<file path="src/rtl/muldiv_unit.sv">
// muldiv_unit: iterative MIPS-style multiply/divide unit with HI/LO registers.
// Runs one shift-add (multiply) or restoring-divide step per cycle and
// reports progress through busy/done so the hazard unit can stall EX users.
//
// Handshake: a request is taken on a rising edge where start=1, flush=0 and
// busy=0. Mul/div requests raise busy from that edge until the edge that
// writes HI/LO, at which done pulses for exactly one cycle and busy drops.
// MTHI/MTLO complete on the request edge with no busy and no done. flush
// aborts an in-flight operation without touching HI/LO and without done.
module muldiv_unit #(
    parameter int WIDTH = 32
) (
    input  logic             clk,
    input  logic             rst,
    input  logic             start,
    input  logic [2:0]       op,
    input  logic [WIDTH-1:0] data1,
    input  logic [WIDTH-1:0] data2,
    input  logic             flush,
    output logic             busy,
    output logic             done,
    output logic             div_by_zero,
    output logic [WIDTH-1:0] hi,
    output logic [WIDTH-1:0] lo
);

    localparam int CW = $clog2(WIDTH);

    typedef enum logic [1:0] {
        IDLE = 2'd0,
        CALC = 2'd1,
        FIX  = 2'd2
    } state_t;

    // FSM state is kept as a named enum so checkers can bind to it directly.
    state_t state;
    state_t state_next;

    // Shared accumulator: multiply keeps {partial product, multiplier};
    // divide keeps {partial remainder, dividend shifting into quotient}.
    logic [2*WIDTH-1:0] acc;
    logic [WIDTH-1:0]   opnd;      // multiplicand magnitude or divisor magnitude
    logic [WIDTH-1:0]   d1_orig;   // dividend as presented, for divide-by-zero HI
    logic [CW-1:0]      cnt;
    logic               is_div;
    logic               sign1;
    logic               sign2;
    logic [WIDTH-1:0]   hi_q;
    logic [WIDTH-1:0]   lo_q;
    logic               done_q;
    logic               dbz_q;

    // Request decode and operand conditioning
    logic               md_req;
    logic               sgn_op;
    logic               neg1;
    logic               neg2;
    logic [WIDTH-1:0]   mag1;
    logic [WIDTH-1:0]   mag2;

    // Iteration and result datapath
    logic [WIDTH:0]     mul_sum;
    logic [2*WIDTH-1:0] mul_next;
    logic [WIDTH:0]     div_shift;
    logic [WIDTH:0]     div_diff;
    logic               div_ge;
    logic [2*WIDTH-1:0] div_next;
    logic [2*WIDTH-1:0] prod;
    logic [WIDTH-1:0]   quot;
    logic [WIDTH-1:0]   rem;
    logic               b_zero;
    logic [WIDTH-1:0]   res_hi;
    logic [WIDTH-1:0]   res_lo;

    assign md_req = start && !flush && !op[2];

    // Operand magnitudes, one iteration step for each operation, and final sign fix-up.
    always_comb begin
        sgn_op = ~op[0];
        neg1   = sgn_op & data1[WIDTH-1];
        neg2   = sgn_op & data2[WIDTH-1];
        mag1   = neg1 ? (~data1 + 1'b1) : data1;
        mag2   = neg2 ? (~data2 + 1'b1) : data2;

        // Radix-2 shift-add: add multiplicand when multiplier LSB is set, then shift right.
        mul_sum  = {1'b0, acc[2*WIDTH-1:WIDTH]} + (acc[0] ? {1'b0, opnd} : {(WIDTH+1){1'b0}});
        mul_next = {mul_sum, acc[WIDTH-1:1]};

        // Restoring divide: shift next dividend bit into the remainder, subtract if it fits.
        div_shift = {acc[2*WIDTH-1:WIDTH], acc[WIDTH-1]};
        div_diff  = div_shift - {1'b0, opnd};
        div_ge    = ~div_diff[WIDTH];
        div_next  = {(div_ge ? div_diff[WIDTH-1:0] : div_shift[WIDTH-1:0]),
                     acc[WIDTH-2:0], div_ge};

        // Product and quotient take the XOR of operand signs; remainder follows the dividend.
        prod   = (sign1 ^ sign2) ? (~acc + 1'b1) : acc;
        quot   = (sign1 ^ sign2) ? (~acc[WIDTH-1:0] + 1'b1) : acc[WIDTH-1:0];
        rem    = sign1 ? (~acc[2*WIDTH-1:WIDTH] + 1'b1) : acc[2*WIDTH-1:WIDTH];
        b_zero = (opnd == {WIDTH{1'b0}});

        res_hi = prod[2*WIDTH-1:WIDTH];
        res_lo = prod[WIDTH-1:0];
        if (is_div) begin
            if (b_zero) begin
                res_hi = d1_orig;
                res_lo = {WIDTH{1'b1}};
            end else begin
                res_hi = rem;
                res_lo = quot;
            end
        end
    end

    // State register; reset drops any operation in flight.
    always_ff @(posedge clk) begin
        if (!rst) begin
            state <= IDLE;
        end else begin
            state <= state_next;
        end
    end

    // Next-state logic: flush always returns to IDLE, otherwise walk IDLE->CALC->FIX->IDLE.
    always_comb begin
        state_next = state;
        case (state)
            IDLE:    if (md_req) state_next = CALC;
            CALC:    if (flush) state_next = IDLE;
                     else if (cnt == {CW{1'b0}}) state_next = FIX;
            FIX:     state_next = IDLE;
            default: state_next = IDLE;
        endcase
    end

    // Datapath and architectural registers: latch on accept, iterate in CALC, commit in FIX.
    always_ff @(posedge clk) begin
        if (!rst) begin
            acc     <= '0;
            opnd    <= '0;
            d1_orig <= '0;
            cnt     <= '0;
            is_div  <= 1'b0;
            sign1   <= 1'b0;
            sign2   <= 1'b0;
            hi_q    <= '0;
            lo_q    <= '0;
            done_q  <= 1'b0;
            dbz_q   <= 1'b0;
        end else begin
            done_q <= 1'b0;
            case (state)
                IDLE: begin
                    if (start && !flush) begin
                        case (op)
                            3'b000, 3'b001, 3'b010, 3'b011: begin
                                cnt     <= CW'(WIDTH - 1);
                                is_div  <= op[1];
                                sign1   <= neg1;
                                sign2   <= neg2;
                                opnd    <= op[1] ? mag2 : mag1;
                                acc     <= {{WIDTH{1'b0}}, (op[1] ? mag1 : mag2)};
                                d1_orig <= data1;
                            end
                            3'b100:  hi_q <= data1;
                            3'b101:  lo_q <= data1;
                            default: ;
                        endcase
                    end
                end
                CALC: begin
                    if (!flush) begin
                        cnt <= cnt - CW'(1);
                        acc <= is_div ? div_next : mul_next;
                    end
                end
                FIX: begin
                    if (!flush) begin
                        hi_q   <= res_hi;
                        lo_q   <= res_lo;
                        done_q <= 1'b1;
                        dbz_q  <= is_div & b_zero;
                    end
                end
                default: ;
            endcase
        end
    end

    assign busy        = (state != IDLE);
    assign done        = done_q;
    assign div_by_zero = dbz_q;
    assign hi          = hi_q;
    assign lo          = lo_q;

endmodule

</file>
<file path="config.mk">
export PLATFORM = sky130hd
export DESIGN_NAME = muldiv_unit
export DESIGN_NICKNAME = d
export VERILOG_FILES = /design/src/rtl/muldiv_unit.sv
export SDC_FILE = /design/constraint.sdc
export NUM_CORES = 1
export LEC_CHECK = 0
export CAP_MARGIN = 0
export CORE_UTILIZATION = 35
export CTS_CLUSTER_DIAMETER = 40
export DETAILED_ROUTE_END_ITERATION = 10
export MAX_ROUTING_LAYER = met4
export PLACE_DENSITY_LB_ADDON = 0.12
export SYNTH_ARGS = -nofsm -noshare
export SYNTH_HDL_FRONTEND = slang
export SYNTH_SLANG_ARGS = --single-unit
export TNS_END_PERCENT = 100
</file>
<file path="constraint.sdc">
create_clock -name clk -period 4.95 [get_ports clk]
set_input_delay 0.495 -clock clk [delete_from_list [all_inputs] [get_ports clk]]
set_output_delay 0.495 -clock clk [all_outputs]
set_load 0.05 [all_outputs]
</file>
==> results.cfg, run 1 <==
[synth]
synth_xor_area_share_pct = 10.5
seq_area_frac_synth_pct = 24.6
syn_nets = 2451
yosys.area_share.simple_pct = 20.2
syn_avg_cell_area_um2 = 7.18
synth.cell_area_mm2 = 0.0166
synth.distinct_cells = 73
synthAdderAreaFrac_pct = 5.53
synthFlopType = dfxtp_1
synth-compound-area-share_pct = 28.6
synthMuxAreaShare_pct = 4.74
synthCells = 2308
synth_edf_count = 0
yosys_warnings = 0
synth-async-reset-ratio_pct = 0
synth_top_family_by_area = compound AO/OA/AOI/OAI gates
synth-seq-cells = 204

[floorplanning]
coreArea_mm2 = 0.0467
die_w_um = 220
dieArea_mm2 = 0.0482
die_y_um = 220
io_pins = 138
initial_core_util_pct = 35.5
rows = 79

[cts]
htreeDepth = 2
ctsLongestPathBuffers = 3
cts_buffers = 41
post_cts_resized = 0
cts_tree = yes
clk_latency_ns = 0.57
clkTransAtPathRegs_ns = 0.05
post-cts-setup-buffers = 0
cts_hold_buf = 0
clock_sinks = 204
cts_root_buffer = clkbuf_16

[power_and_ir_drop]
peakVddDrop_uv = 266
powerDensity_mw_per_mm2 = 290
p_leak_uw = 0.00760

[routing]
drt_iter0_drc = 1602
ant_nets = 0
viasPerCell = 5.90
wire_per_inst_um = 23.5
first_pass_iters = 8
vias = 17773
wirelength_um = 70900
drcViolationCount = 10

[setup_path]
slowest_delay_ns = 0.56
cpMostUsedCell = o31ai_1
ff2ff_setup_slack_ns = 0.86
crit_buf_inv = 2
start_kind = flop
crit_start = acc[32]
cp_max_fo = 32
critPathKind = reg -> reg
cp-end-kind = flop
critPathRequiredTime_ns = 5.38
rr_startpoint = acc[32]
critical-path-top-delay-family = compound AO/OA/AOI/OAI gates
path_cells = inv_1, fa_1, nor2b_1, o31ai_1, a21oi_1, a311o_1, a41oi_1, o31ai_1, xor2_4, buf_12, mux2i_1, nor2_1, a221o_1
worstPathArrival_ns = 4.52
crit_slowest_cell = o31ai_1

[layout]
drive_gt1_share_pct = 7.32
nets = 2514
area_growth_pct = 20.1

[place]
dp_slack_ns = 0.919
globalplace.congestion = 0.970
post-dp-hpwl_um = 53400
port-buffer-count = 137

[timing]
setup_slack_ns = 0.859
fin_crit_ns = 4.09
relSlewSlack_pct = 31.8
slew_viol_final = 0
period_share_pct = 82.6
timing.fmax_mhz = 244
fin_skew_ns = 0.0301
setup_viol = 0
hold_viol_final = 0
tns_ns = 0
rsz0062_at_grt = no
worst_pin_slew_ns = 1.02

[min_path]
min_from = lo[24]
hold_class = reg -> reg

[global_route]
overflow = 0
grt_pass1_vias = 16757
grt_use_total_pct = 29.9
grt_start_max_net_pins = 97
antenna_found_initial = 3
grt_first_pass_wirelength_um = 105000

[run_status]
failed_checks = DRC
status = finished with violations

[flow_run]
max_cap_violations = 0
power by group:
part / leakage, µW / switching [µW] / internal [µW] / total [µW]
Clock: 0.000665 / 1060 / 1740 / 2800
Sequential: 0.00165 / 69.2 / 1690 / 1760
Combinational: 0.00528 / 770 / 435 / 1210
Total: 0.00760 / 1900 / 3870 / 5770
flip-flops by register name, indices dropped and copies added (netlist names):
register,cells
cnt,5
done,1
hi,32
opnd,32
state,2
d1_orig,32
sign1,1
acc,64
is_div,1
sign2,1
div_by_zero,1
lo,32
final timing paths:
path                  end  depth (start not counted)
hold / removal     lo[24]                          2
setup reg to reg  acc[60]                         13
hold reg to reg    lo[24]                          2
setup / recovery  acc[60]                         13
per-layer routing:
metal / vias to the layer above / track usage (%) / routed length, µm
met3: 134 / 3.06 / 4610
met2: 656 / 46.8 / 32600
met1: 8543 / 39.0 / 30500
met4: 0 / 13.2 / 3140
li1: 8440 / - / -
met5: - / - / 0
cell usage in the layout, fill, tap and decap left out, types with 14 or more instances in the layout:
| cell | instances |
|---|---|
| clkdlybuf4s50_1 | 135 |
| inv_1 | 69 |
| o31ai_1 | 26 |
| a21o_1 | 25 |
| o211ai_1 | 52 |
| nand2_1 | 277 |
| clkbuf_16 | 43 |
| o221ai_1 | 33 |
| buf_4 | 60 |
| dfxtp_1 | 203 |
| mux2i_1 | 74 |
| nand3_1 | 42 |
| ha_1 | 70 |
| nor4_1 | 23 |
| nor3_1 | 47 |
| o21ai_0 | 188 |
| a211oi_1 | 36 |
| nand4_1 | 22 |
| a21oi_1 | 275 |
| xor2_1 | 94 |
| nand2b_1 | 24 |
| xnor2_1 | 102 |
| or4_1 | 14 |
| a31oi_1 | 17 |
| nor2_1 | 210 |
| or3_1 | 16 |
| a22oi_1 | 19 |
synth_stat cells (22+ instances only):
cell type | number | share of area (%)
nand2_1 | 277 | 6.3
a21oi_1 | 275 | 8.3
nor2_1 | 211 | 4.8
dfxtp_1 | 204 | 25
o21ai_0 | 188 | 5.7
clkbuf_1 | 153 | 3.5
xnor2_1 | 103 | 5.4
xor2_1 | 96 | 5.1
mux2i_1 | 74 | 4.5
ha_1 | 70 | 5.3
inv_1 | 70 | 1.6
o211ai_1 | 52 | 2.4
nor3_1 | 47 | 1.4
nand3_1 | 43 | 1.3
a211oi_1 | 36 | 1.6
o221ai_1 | 33 | 1.7
o31ai_1 | 26 | 1.2
a21o_1 | 25 | 1.1
nand2b_1 | 25 | 0.94
nor4_1 | 23 | 0.87
nand4_1 | 22 | 0.83
worst reg2reg max path, cell delays in order (launching register included):
cell	delay (ns)
dfxtp_1	0.45
inv_1	0.16
fa_1	0.50
nor2b_1	0.19
o31ai_1	0.11
a21oi_1	0.27
a311o_1	0.34
a41oi_1	0.20
o31ai_1	0.56
xor2_4	0.37
buf_12	0.28
mux2i_1	0.24
nor2_1	0.05
a221o_1	0.26
cells by family after synthesis:
logic type      Yosys count
compound gates          768
xor+xnor                199
fa+ha+maj                72
buf+inv                 249
flops                   204
mux                      78
simple gates            738
per-stage QoR:
stage	power, µW	cell area [µm²]	hold slack [ns]	utilization, %	instances
2_1_floorplan	2540	16600	0.433	-	2308
3_3_place_gp	2980	18500	0.443	39.7	2935
3_5_place_dp	2980	18500	0.444	39.7	2935
4_1_cts	5780	19900	0.451	42.7	3011
5_1_grt	5970	19900	0.465	42.7	3011
6_report	5770	19900	0.450	42.7	3012
cell type report:
class,instances,area (µm²)
fill,4883,26800
timing repair buffer,198,1830
clock inverter,28,255
sequential,204,4090
multi-input combinational,1855,11600
antenna,1,2.50
inverter,71,269
clock buffer,48,1110
tap,607,759
(Power assumes the default switching activity.)
==> run 2: changes to the inputs <==
Clock period 4.95 ns to 3.4 ns, I/O delays scaled along.
==> run 2 against run 1 <==
Effect of this change:
- largest power group unchanged
- utilization grew 3.8 points
- the flow still finishes with violations (DRC)
- sequential power grew 45%
- critical path depth is the same
==> results.cfg, run 2 (same netlist as run 1, synthesis figures left out) <==
[run_status]
status = finished with violations
failed_checks = DRC

[layout]
layout_commonest_cell = nand2_1
final_cell_mix = nand2_1, a21oi_1, buf_4
largest_reg_flops = 64
nets = 2698
final_util_pct = 46.5
area_growth_pct = 30.9
regMostFlops = acc
stdcell_area_mm2 = 0.0217
drive_gt1_share_pct = 16.5

[min_path]
hold_class = in -> reg

[place]
port-buffer-count = 137
post-dp-hpwl_um = 57500
placed_cell_area_mm2 = 0.0198
globalplace.congestion = 0.934

[setup_path]
path_cells = inv_2, buf_6, ha_4, or3b_4, or2_4, or4_4, nor4_4, and2_4, a41oi_2, xor2_1, mux2i_2, a211oi_2, a31o_1
crit_slowest_cell = or4_4
rr_startpoint = acc[32]
worstPathArrival_ns = 3.81
cp_max_fo = 3
critPathRequiredTime_ns = 3.86
cp-end-kind = flop
crit_start = acc[32]
critPathKind = reg -> reg
ff2ff_setup_slack_ns = 0.05
start_kind = flop
endpoint = hi[30]
reg2reg_to = hi[30]
r2r.worst_path.cells = 13
slowest_delay_ns = 0.56

[flow_run]
max_cap_violations = 0

[floorplanning]
die_w_um = 220
die_y_um = 220
io_pins = 138
dieArea_mm2 = 0.0482
initial_core_util_pct = 35.5
coreArea_mm2 = 0.0467
rows = 79

[routing]
wirelength_um = 75100
drcViolationCount = 8
wire_per_inst_um = 23.5
drt_iter0_drc = 1637
first_pass_iters = 8
ant_nets = 0
vias = 18749
viasPerCell = 5.88

[cts]
clk_latency_ns = 0.57
ctsLongestPathBuffers = 3
clock_sinks = 204
cts_buffers = 41
cts_root_buffer = clkbuf_16
clkTransAtPathRegs_ns = 0.06
cts_tree = yes
htreeDepth = 2

[timing]
worst_pin_slew_ns = 0.792
tns_ns = 0
fin_crit_ns = 3.35
relSlewSlack_pct = 47.2
hold_viol_final = 0
setup_viol = 0
rsz0062_at_grt = yes
timing.fmax_mhz = 299
fin_skew_ns = 0.0221
period_share_pct = 98.4
slew_viol_final = 0

[global_route]
grt_pass1_vias = 17802
grt_use_total_pct = 31.6
antenna_found_initial = 4
overflow = 0
grt_start_max_net_pins = 75
grt_first_pass_wirelength_um = 111000

[power_and_ir_drop]
p_total_uw = 8750
powerDensity_mw_per_mm2 = 403
peakVddDrop_uv = 383
p_leak_uw = 0.00862
==> run 2: report_power, final <==
part	leakage, µW	total (µW)	switching (µW)	internal [µW]
registers	0.00166	2550	81.4	2470
clock network	0.000667	4040	1470	2580
logic	0.00629	2160	1270	888
total	0.00862	8750	2820	5930
==> run 2: how the worst min path moves through the flow <==
stage,from,endpoint,cells past startpoint
after CTS,rst,opnd[14],2
after detailed placement,lo[16],lo[16],2
after global routing,rst,opnd[14],2
after global placement,d1_orig[5],d1_orig[5],2
after floorplan,d1_orig[10],d1_orig[10],2
final,rst,opnd[14],2
==> run 2: final cells by class <==
class                      instances  area, µm²
antenna                            1       2.50
clock buffer                      50       1120
clock inverter                    21        228
fill                            4761      25000
inverter                          71        274
multi-input combinational       1855      11900
sequential                       204       4100
tap                              607        759
timing repair buffer             382       3300
==> run 2: critical path: cells and delay by family (launching register included) <==
family | cells | cell delay, ns
compound gates | 3 | 0.41
xor+xnor | 1 | 0.20
fa+ha+maj | 1 | 0.13
buf+inv | 2 | 0.17
flops | 1 | 0.31
mux | 1 | 0.25
simple gates | 5 | 1.78
==> run 2: per-layer routing <==
layer  up-vias  track usage [%]  wire length, µm
li1       8784                -                -
met1      8992             40.6            31900
met2       820             49.3            34400
met3       153             4.93             5750
met4         0             12.8             3110
met5         -                -                0
==> run 2: through the flow <==
stage                     worst slack [ns]  instances  hold WS (ns)
after CTS                          0.00222       3181         0.191
after detailed placement            -0.222       3103         0.447
final                               0.0530       3191         0.222
after floorplan                     0.0564       2308         0.433
after global placement              -0.226       3103         0.442
after global routing              -0.00464       3191         0.193
==> run 2: timing repair <==
item                       CTS  global route
setup endpoints to repair   32            39
setup buffers                5            10
pin swaps                    7            19
cloned                       2             0
gates resized for setup     21            76
hold buffers                 0             0
